### config.mk
export PLATFORM = sky130hd
export DESIGN_NAME = seq_gen_param
export DESIGN_NICKNAME = d
export VERILOG_FILES = /design/src/rtl/seq_gen_param.sv
export SDC_FILE = /design/constraint.sdc
export NUM_CORES = 1
export LEC_CHECK = 0
export ABC_CLOCK_PERIOD_IN_PS = 3100
export BUFFER_PORTS_ARGS = -buffer_cell sky130_fd_sc_hd__buf_2
export CORE_MARGIN = 2
export CORE_UTILIZATION = 45
export CTS_CLUSTER_SIZE = 8
export DETAILED_ROUTE_END_ITERATION = 8
export PLACE_DENSITY = 0.73
export SYNTH_ARGS = -nofsm -noshare
export SYNTH_HDL_FRONTEND = slang
export SYNTH_SLANG_ARGS = --single-unit
### constraint.sdc
create_clock -name clk -period 3.1 [get_ports clk]
set_input_delay 0.62 -clock clk [delete_from_list [all_inputs] [get_ports clk]]
set_output_delay 0.62 -clock clk [all_outputs]
set_load 0.005 [all_outputs]
### src/rtl/seq_gen_param.sv
// seq_gen_param: serial sequence generator (rotate / Fibonacci LFSR / counter-indexed pattern)
// on a valid/ready stream. Optional LFSR lock-up recovery is built when SEQ_GEN_SELF_HEAL_EN is defined.
module seq_gen_param #(
  parameter int           W            = 8,
  parameter int           LW           = 4,
  parameter logic [W-1:0] DEFAULT_SEED = W'(8'h01),
  parameter logic [W-1:0] DEFAULT_TAPS = W'(8'hB8)
) (
  input  logic          clk,
  input  logic          rst,
  input  logic          load,
  input  logic [1:0]    mode,
  input  logic [W-1:0]  seed,
  input  logic [W-1:0]  taps,
  input  logic [LW-1:0] len,
  input  logic          en,
  output logic          dout,
  output logic          dout_valid,
  input  logic          dout_ready,
  output logic          wrap,
  output logic          heal
);

  localparam int IW = $clog2(W);

  typedef enum logic [1:0] {
    MODE_ROT  = 2'd0,
    MODE_LFSR = 2'd1,
    MODE_CNT  = 2'd2,
    MODE_RSV  = 2'd3
  } mode_e;

  logic [W-1:0]  state, state_nxt;
  logic [W-1:0]  seed_q, seed_nxt;
  logic [W-1:0]  taps_q, taps_nxt;
  logic [LW-1:0] len_q, len_nxt;
  mode_e         mode_q, mode_nxt;
  logic [LW-1:0] cnt, cnt_nxt;
  logic          primed, primed_nxt;
  logic          wrap_nxt, heal_nxt;

  logic [LW-1:0] len_clamped;
  logic [IW-1:0] top_idx, pat_idx;
  logic [W-1:0]  rot_next, lfsr_next;
  logic          cnt_last, lockup, fire;

  assign len_clamped = ((len == '0) || (len > LW'(W))) ? LW'(W) : len;
  assign top_idx     = IW'(len_q - LW'(1));
  assign pat_idx     = IW'(len_q - LW'(1) - cnt);
  assign cnt_last    = (cnt == len_q - LW'(1));
  assign lfsr_next   = {state[W-2:0], ^(state & taps_q)};

`ifdef SEQ_GEN_SELF_HEAL_EN
  // An all-zero Fibonacci register can never leave zero, so it is withheld from the sink.
  assign lockup = (mode_q == MODE_LFSR) && (state == '0);
`else
  assign lockup = 1'b0;
`endif

  assign dout_valid = primed & en & ~lockup;
  assign fire       = dout_valid & dout_ready;

  // Rotate only the active window [len_q-1:0]; bits above it are carried unchanged.
  always_comb begin
    rot_next = state;
    for (int i = 1; i < W; i++) begin
      if (LW'(i) < len_q) rot_next[i] = state[i-1];
    end
    rot_next[0] = state[top_idx];
  end

  always_comb begin
    case (mode_q)
      MODE_LFSR: dout = state[W-1];
      MODE_CNT:  dout = seed_q[pat_idx];
      default:   dout = state[top_idx];
    endcase
  end

  // NOTE: every signal gets a default before the priority chain so no path leaves one unassigned,
  // which would otherwise infer a latch.
  always_comb begin
    state_nxt  = state;
    seed_nxt   = seed_q;
    taps_nxt   = taps_q;
    len_nxt    = len_q;
    mode_nxt   = mode_q;
    cnt_nxt    = cnt;
    primed_nxt = 1'b1;
    wrap_nxt   = 1'b0;
    heal_nxt   = 1'b0;

    if (load) begin
      state_nxt  = seed;
      seed_nxt   = seed;
      taps_nxt   = taps;
      len_nxt    = len_clamped;
      mode_nxt   = (mode == 2'd3) ? MODE_ROT : mode_e'(mode);
      cnt_nxt    = '0;
      primed_nxt = 1'b0;
    end else if (lockup && primed) begin
      state_nxt = (seed_q == '0) ? DEFAULT_SEED : seed_q;
      heal_nxt  = 1'b1;
    end else if (fire) begin
      case (mode_q)
        MODE_LFSR: begin
          state_nxt = lfsr_next;
          wrap_nxt  = (lfsr_next == seed_q);
        end
        MODE_CNT: begin
          cnt_nxt  = cnt_last ? '0 : cnt + LW'(1);
          wrap_nxt = cnt_last;
        end
        default: begin
          state_nxt = rot_next;
          wrap_nxt  = (rot_next == seed_q) || (len_q == LW'(1));
        end
      endcase
    end
  end

  // NOTE: state registers use non-blocking assignments so every flop samples pre-edge values.
  always_ff @(posedge clk) begin
    if (rst) begin
      state  <= DEFAULT_SEED;
      seed_q <= DEFAULT_SEED;
      taps_q <= DEFAULT_TAPS;
      len_q  <= LW'(W);
      mode_q <= MODE_ROT;
      cnt    <= '0;
      primed <= 1'b0;
      wrap   <= 1'b0;
      heal   <= 1'b0;
    end else begin
      state  <= state_nxt;
      seed_q <= seed_nxt;
      taps_q <= taps_nxt;
      len_q  <= len_nxt;
      mode_q <= mode_nxt;
      cnt    <= cnt_nxt;
      primed <= primed_nxt;
      wrap   <= wrap_nxt;
      heal   <= heal_nxt;
    end
  end

endmodule

# Word level (Yosys, flattened, before mapping)
# Index checks and enable logic that the tools add are counted.
# word_totals
reg_bits,36
output_inout_bits,4
elab_cells,62
# op_classes
n_addsub,3
magnitude_cmp,10
n_eq_ne,8
muxes,20
bitwise,4
reduce_logical,9
# ops
cell,n
$eq A8 B8 Y1,2
$lt A3 B4 Y1 const A,4
$mux W8,2
$pmux W8 S2,1
$mux W1,10
$and A8 B8 Y8,1
$lt A2 B4 Y1 const A,2
$lt A3 B4 Y1 const B,2
$mux W4,2
$reduce_xor A8 Y1,1
$bmux W1 S3,2
$add A4 B1 Y4 const B,1
$eq A2 B2 Y1 const B,2
$eq A4 B1 Y1 const B,1
$eq A4 B4 Y1,1
$gt A4 B4 Y1 const B,1
$logic_not A4 Y1,1
$lt A1 B4 Y1 const A,1
$pmux W1 S2,2
$reduce_and A2 Y1,2
$sub A4 B1 Y4 const B,1
$reduce_or A3 Y1,1
$sub A3 B3 Y3,1
$and A1 B1 Y1,2
other kinds (7),8

# Depth between registers and ports, before layout
# Gate-level depths: netlist of run 1.
# logic_depth
depth_word,6
mapped_depth,9
mapped_depth_nobuf,8

# Worst setup path before layout of run 1
# No wires, ideal clock.
# synth_path
kind,reg2out
start,reg len_q[0]
end,out dout
arrival_time_ns,2.228
path_slack_ns,0.252
path_stages_with_launch,8
path_buffers,0
cell_sequence,dfxtp_1 -> inv_1 -> ha_1 -> fa_1 -> mux4_2 -> mux2_1 -> a22oi_1 -> o21ai_1
# synth_between
elab_chain_len,5
word_cells_on_any_way,7
# synth_lines
element,line,text
"start, declared",36,"logic [LW-1:0] len_q, len_nxt;"
"start signal, assigned",128,len_q <= LW'(W);
"start signal, assigned",138,len_q <= len_nxt;
$sub A4 B1 Y4 *,-,
$sub A3 B3 Y3,49,assign pat_idx = IW'(len_q - LW'(1) - cnt);
$bmux W1 S3,75,MODE_CNT: dout = seed_q[pat_idx];
$mux W1 (not written as such),75,
$pmux W1 S2 *,73,case (mode_q)
"end, declared",17,"output logic dout,"
# Every way passes the cells marked *; elsewhere a longest branch is shown, timed or not. The select of a mux whose other input is x is not followed.

# Final worst setup path of run 1
# Same ends and word-level chain as after synthesis.

==> impl_metrics.json, run 1 <==
{
  "io_buffers": 29,
  "setup-tns-final_ns": 0,
  "cts_tree": "yes",
  "maxCapViolations": 0,
  "core_um2": 4820,
  "syn_nets": 303,
  "final_antenna_net_count": 0,
  "placed_cells": 350,
  "cp.required_ns": 2.48,
  "synth.avg_cell_area_um2": 8.59,
  "fmax_mhz": 328,
  "p_clk_frac": 0.364,
  "drt_iter0_drc": 100,
  "syn_area_um2": 2290,
  "grt_pass1_wl_mm": 8.23,
  "ys_seq_area_frac": 0.314,
  "synth_top_area_frac": 0.314,
  "drv_slew": 0,
  "dpl_cell_area_um2": 2470,
  "power_mw": 1.12,
  "routed_wl_mm": 5.14,
  "synth_warnings": 0,
  "synth_top_area_cell": "dfxtp_1",
  "cts_buffers": 5,
  "fin_crit_sh": 0.983,
  "viasPerCell": 5.30,
  "synthDistinctLibCells": 45,
  "ys_top_cells_by_area": "dfxtp_1 (31%), mux2i_1 (8.3%), xnor2_1 (5.3%)",
  "cts-root-buf": "clkbuf_8",
  "crit_type": "register to primary output",
  "finalInstanceArea_um2": 2630,
  "status": "completed",
  "min_to": "mode_q[1]$_SDFFE_PP0P_",
  "seqPwrFrac": 0.463,
  "reg2reg_depth": 9,
  "path_clk_slew_ns": 0.07,
  "ios": 31,
  "drcViolationCount": 0,
  "switching_share": 0.263,
  "start_util": 0.476,
  "cp_data_arrival_time_ns": 2.43,
  "dp_hpwl_mm": 3.65,
  "reg2reg_setup_slack_ns": 1.03,
  "clk_latency_ns": 0.28,
  "final_nets": 330,
  "rows": 25,
  "multi_input_area_um2": 1490,
  "skew_ns": 0.00461,
  "vdd_drop_max_v": 0.000287,
  "p_int_uw": 827,
  "reg2reg_from": "len_q[1]$_SDFFE_PP0P_",
  "cts_buffer_depth": 2,
  "startpoint_type": "register",
  "clock-sinks": 36,
  "netlist_instances": 267,
  "hold_viol": 0,
  "reg2reg_to": "wrap$_SDFF_PP0_",
  "gp_congestion": 0.875,
  "power_leakage_nw": 1.09,
  "endpoint_kind": "primary output",
  "vias": 1918,
  "avgRoutedWirePerCell_um": 14.2,
  "dr.pass1.iters": 4,
  "final_util": 0.547,
  "grt-ovfl-total": 0,
  "final_cells": 362,
  "post-route-min-period_ns": 3.05,
  "grt_usage": 0.189,
  "drive_gt1_frac": 0.217,
  "diodes": 0,
  "dieHeight_um": 75.4,
  "ys_ff_latch": 36,
  "combPwrFrac": 0.173,
  "tightest_slew_ns": 0.564,
  "power_density_nw_per_um2": 426,
  "hp-start": "mode_q[1]$_SDFFE_PP0P_",
  "area_delta_synth_final_pct": 14.8,
  "power_switching_uw": 296,
  "crit_fanout": 3,
  "setup_viol": 0,
  "min_path_type": "register to register",
  "grt_max_degree": 49,
  "dieArea_um2": 5690,
  "htreeDepth": 2,
  "grt_pass1_vias": 1765,
  "seqCellArea_um2": 723,
  "die_w_um": 75.4,
  "slew_headroom": 0.624,
  "min_path_cells": 2,
  "fillCellCount": 470,
  "antenna_found_initial": 0
}
==> metal layers <==
layer / share of wire / track usage / up-vias
met4: 0.014 / 0.0487 / 0
li1: - / - / 968
met2: 0.49 / 0.321 / 52
met1: 0.44 / 0.242 / 890
met5: 0 / 0 / -
met3: 0.053 / 0.0450 / 8
==> flip-flops by register name, indices dropped and copies added, names as in the netlist <==
signal / count
mode_q: 2
seed_q: 8
cnt: 4
wrap: 1
len_q: 4
state: 8
primed: 1
taps_q: 8
==> cells by family after synthesis <==
| logic type | synth area share |
|---|---|
| multiplexers | 0.132 |
| flip-flops | 0.314 |
| AO/OA/AOI/OAI | 0.135 |
| adder cells (fa/ha/maj) | 0.0523 |
| XOR/XNOR | 0.112 |
| AND/OR/NAND/NOR | 0.205 |
| buffers and inverters | 0.0480 |
| other | 0.00163 |
==> worst max-delay path by stage <==
stage	slack [ns]	to	start
after CTS	0.006	dout	len_q[0]$_SDFFE_PP0P_
final	0.05	dout	len_q[0]$_SDFFE_PP0P_
after detailed placement	0.08	dout	len_q[1]$_SDFFE_PP0P_
after global placement	0.17	dout	len_q[1]$_SDFFE_PP0P_
after floorplan	0.25	dout	len_q[0]$_SDFFE_PP0P_
after global routing	-0.04	dout	len_q[0]$_SDFFE_PP0P_
==> layout make-up <==
cell class / instances / area share
inverters: 10 / 0.0143
multi-input cells: 206 / 0.565
well taps: 67 / 0.0318
repair buffers: 35 / 0.0736
clock buffers: 6 / 0.0276
flip-flops and latches: 36 / 0.275
clock inverters: 2 / 0.0133
==> worst max-delay path, stage by stage (launching register included) <==
cell	delay [ns]
dfxtp_2	0.35
inv_2	0.05
ha_4	0.24
fa_1	0.56
mux4_2	0.32
mux2_4	0.27
a22oi_2	0.13
o21ai_1	0.09
buf_2	0.13
==> placed cells by master (no fill, tap or decap), types with 3 or more instances in the layout <==
cell type / n
dfxtp_1: 34
buf_2: 29
nor2_1: 26
nand2_1: 25
a21oi_1: 22
mux2i_1: 19
xnor2_1: 14
nand2b_1: 11
inv_1: 8
nor2b_1: 8
xor2_1: 6
nor3_1: 6
o21a_1: 6
ha_1: 6
o21ai_1: 5
xnor2_2: 5
a211o_1: 5
clkbuf_8: 5
buf_4: 5
mux4_2: 4
nand3b_1: 4
nand4_1: 3
nand3_1: 3
o22ai_1: 3
==> power groups by stage <==
stage | clock network (mW) | registers (mW) | logic, mW
final | 0.409 | 0.520 | 0.194
after global routing | 0.427 | 0.522 | 0.215
after CTS | 0.411 | 0.519 | 0.189
after detailed placement | 0 | 0.530 | 0.183
after global placement | 0 | 0.529 | 0.179
after floorplan | 0 | 0.515 | 0.149
==> through the flow <==
step | hold WS (ns) | worst slack [ns]
6_report | 0.496 | 0.0536
5_1_grt | 0.530 | -0.0355
4_1_cts | 0.501 | 0.00556
3_3_place_gp | 0.478 | 0.166
3_5_place_dp | 0.487 | 0.0815
2_1_floorplan | 0.461 | 0.252
==> cells in the mapped netlist, drive strengths merged <==
master    n
dfxtp    36
nand2    27
nor2     26
a21oi    22
mux2i    19
xnor2    19
nand2b   11
clkbuf   10
inv      10
ha        8
nor2b     8
o21ai     7
nor3      6
o21a      6
xor2      6
a211o     5
buf       5
mux4      4
nand3b    4
nand3     3
nand4     3
o22ai     3
or2       3
a22oi     2
mux2      2
a32oi     1
and2      1
and4      1
conb      1
fa        1
nor3b     1
nor4      1
o2111ai   1
o211ai    1
o22a      1
o311ai    1
or3       1
==> timing repair <==
| item | 4_1_cts | 5_1_grt |
|---|---|---|
| setup endpoints to repair | 1 | 1 |
| hold buffers | 0 | 0 |
| gates resized for setup | 6 | 3 |
| pin swaps | 3 | 4 |
| setup buffers | 1 | 3 |
No activity file was read; power rests on OpenSTA's default activity.
==> inputs of run 2 (changes only) <==
- RECOVER_POWER: default -> 100
==> run 2 against run 1 <==
  * Critical path type unchanged
  * Count of clock-buffer cells in the layout is the same
  * Via count increased by 0.31%
  * The run now ends with max-capacitance violations, max-slew violations left
  * Non-clock buffer count is the same
  * Highest routed layer unchanged
  * Global-route usage did not move
  * Setup slack improved by 0.0016 ns
  * Worst hold slack barely moved
  * Cell count did not move
==> impl_metrics.json, run 2 (same netlist as run 1, synthesis figures left out) <==
{
  "skew_ns": 0.00457,
  "power_mw": 1.12,
  "status": "complete, but fails checks",
  "endpoint_kind": "primary output",
  "hold_viol": 0,
  "diodes": 0,
  "min_path_type": "register to register",
  "grt-ovfl-total": 0,
  "reg_top3": "seed_q (8), state (8), taps_q (8)",
  "cp.required_ns": 2.48,
  "dpl_cell_area_um2": 2470,
  "finalInstanceArea_um2": 2630,
  "power_density_nw_per_um2": 427,
  "maxCapViolations": 1,
  "area_delta_synth_final_pct": 14.4,
  "final_common_cell": "dfxtp_1",
  "grt_usage": 0.189,
  "final_cells": 362,
  "final_antenna_net_count": 0,
  "power_leakage_nw": 1.07,
  "avgRoutedWirePerCell_um": 14.1,
  "violations": "max-capacitance violations, max-slew violations",
  "viasPerCell": 5.31,
  "drv_slew": 49,
  "dr.pass1.iters": 7,
  "post-route-min-period_ns": 3.04,
  "slew_headroom": -0.278,
  "vias": 1924,
  "vdd_drop_max_v": 0.000285,
  "start_util": 0.476,
  "drcViolationCount": 0,
  "core_um2": 4820,
  "crit_fanout": 3,
  "dieArea_um2": 5690,
  "antenna_found_initial": 0,
  "tightest_slew_ns": 1.92,
  "io_buffers": 29,
  "drt_iter0_drc": 92,
  "path_clk_slew_ns": 0.07,
  "mostFrequentLayoutCells": "dfxtp_1 (34), nor2_1 (26), nand2_1 (25), buf_2 (25), a21oi_1 (22)",
  "ios": 31,
  "reg2reg_setup_slack_ns": 1.02,
  "drive_gt1_frac": 0.200,
  "grt_pass1_vias": 1765,
  "holdWs_ns": 0.496,
  "cts_tree": "yes",
  "cts_buffer_depth": 2,
  "routed_wl_mm": 5.11,
  "grt_max_degree": 49,
  "cts-root-buf": "clkbuf_8",
  "final_nets": 330,
  "gp_congestion": 0.875,
  "fillCellCount": 472,
  "rows": 25,
  "cp_data_arrival_time_ns": 2.42,
  "clk_latency_ns": 0.28,
  "crit_type": "register to primary output",
  "die_w_um": 75.4,
  "grt_pass1_wl_mm": 8.23,
  "final_util": 0.545,
  "htreeDepth": 2,
  "startpoint_type": "register",
  "fmax_mhz": 328,
  "setup_viol": 0,
  "fin_crit_sh": 0.982,
  "dp_hpwl_mm": 3.65,
  "cts_buffers": 5,
  "clock-sinks": 36,
  "placed_cells": 350,
  "dieHeight_um": 75.4
}
-- run 2: changes by cell type in the layout (fill, tap and decap cells not counted), sizes merged --
cell	previous run	this run
clkbuf	6	11
buf	35	30
-- run 2: timing repair --
item,in CTS,in global routing
resized for setup,6,3
endpoints found under the setup margin,1,1
pin swaps,3,4
hold buffers,0,0
setup buffers,1,3
hold endpoints to repair,0,0
-- run 2: report_power, final --
group	switching (mW)	leakage [nW]	total [mW]	internal (mW)
Sequential	0.0346	0.297	0.520	0.485
Combinational	0.0914	0.722	0.194	0.103
Clock	0.167	0.0552	0.406	0.239
Total	0.293	1.07	1.12	0.827
-- run 2: stage by stage --
stage	setup TNS (ns)	worst slack, ns
5_1_grt	-0.0355	-0.0355
3_5_place_dp	0	0.0815
3_3_place_gp	0	0.166
2_1_floorplan	0	0.252
6_report	0	0.0552
4_1_cts	0	0.00556
-- run 2: area by class of cell --
type                    instances  area, µm²  area share
multi-input cells             206       1490       0.567
flip-flops and latches         36        723       0.276
repair buffers                 35        185      0.0705
well taps                      67       83.8      0.0319
clock buffers                   6       72.6      0.0276
inverters                      10       37.5      0.0143
clock inverters                 2       35.0      0.0133
-- run 2: worst paths after layout --
path / start / endpoint / cells past startpoint
setup reg to reg: len_q[1]$_SDFFE_PP0P_ / wrap$_SDFF_PP0_ / 9
hold reg to reg: mode_q[1]$_SDFFE_PP0P_ / mode_q[1]$_SDFFE_PP0P_ / 2
hold / removal: mode_q[1]$_SDFFE_PP0P_ / mode_q[1]$_SDFFE_PP0P_ / 2
setup / recovery: len_q[0]$_SDFFE_PP0P_ / dout / 8
-- run 2: critical path, cell delays in order, from the launching register on --
cell and delay (ns):
dfxtp_2 0.35, inv_2 0.05, ha_4 0.24, fa_1 0.56, mux4_2 0.32, mux2_4 0.27
a22oi_2 0.13, o21ai_1 0.09, buf_2 0.13
-- run 2: routing by layer --
metal	GRT usage	up-vias	part of all wire
met5	0	-	0
met4	0.0487	0	0.015
met3	0.0450	8	0.044
met2	0.321	52	0.48
met1	0.242	897	0.46
li1	-	967	-
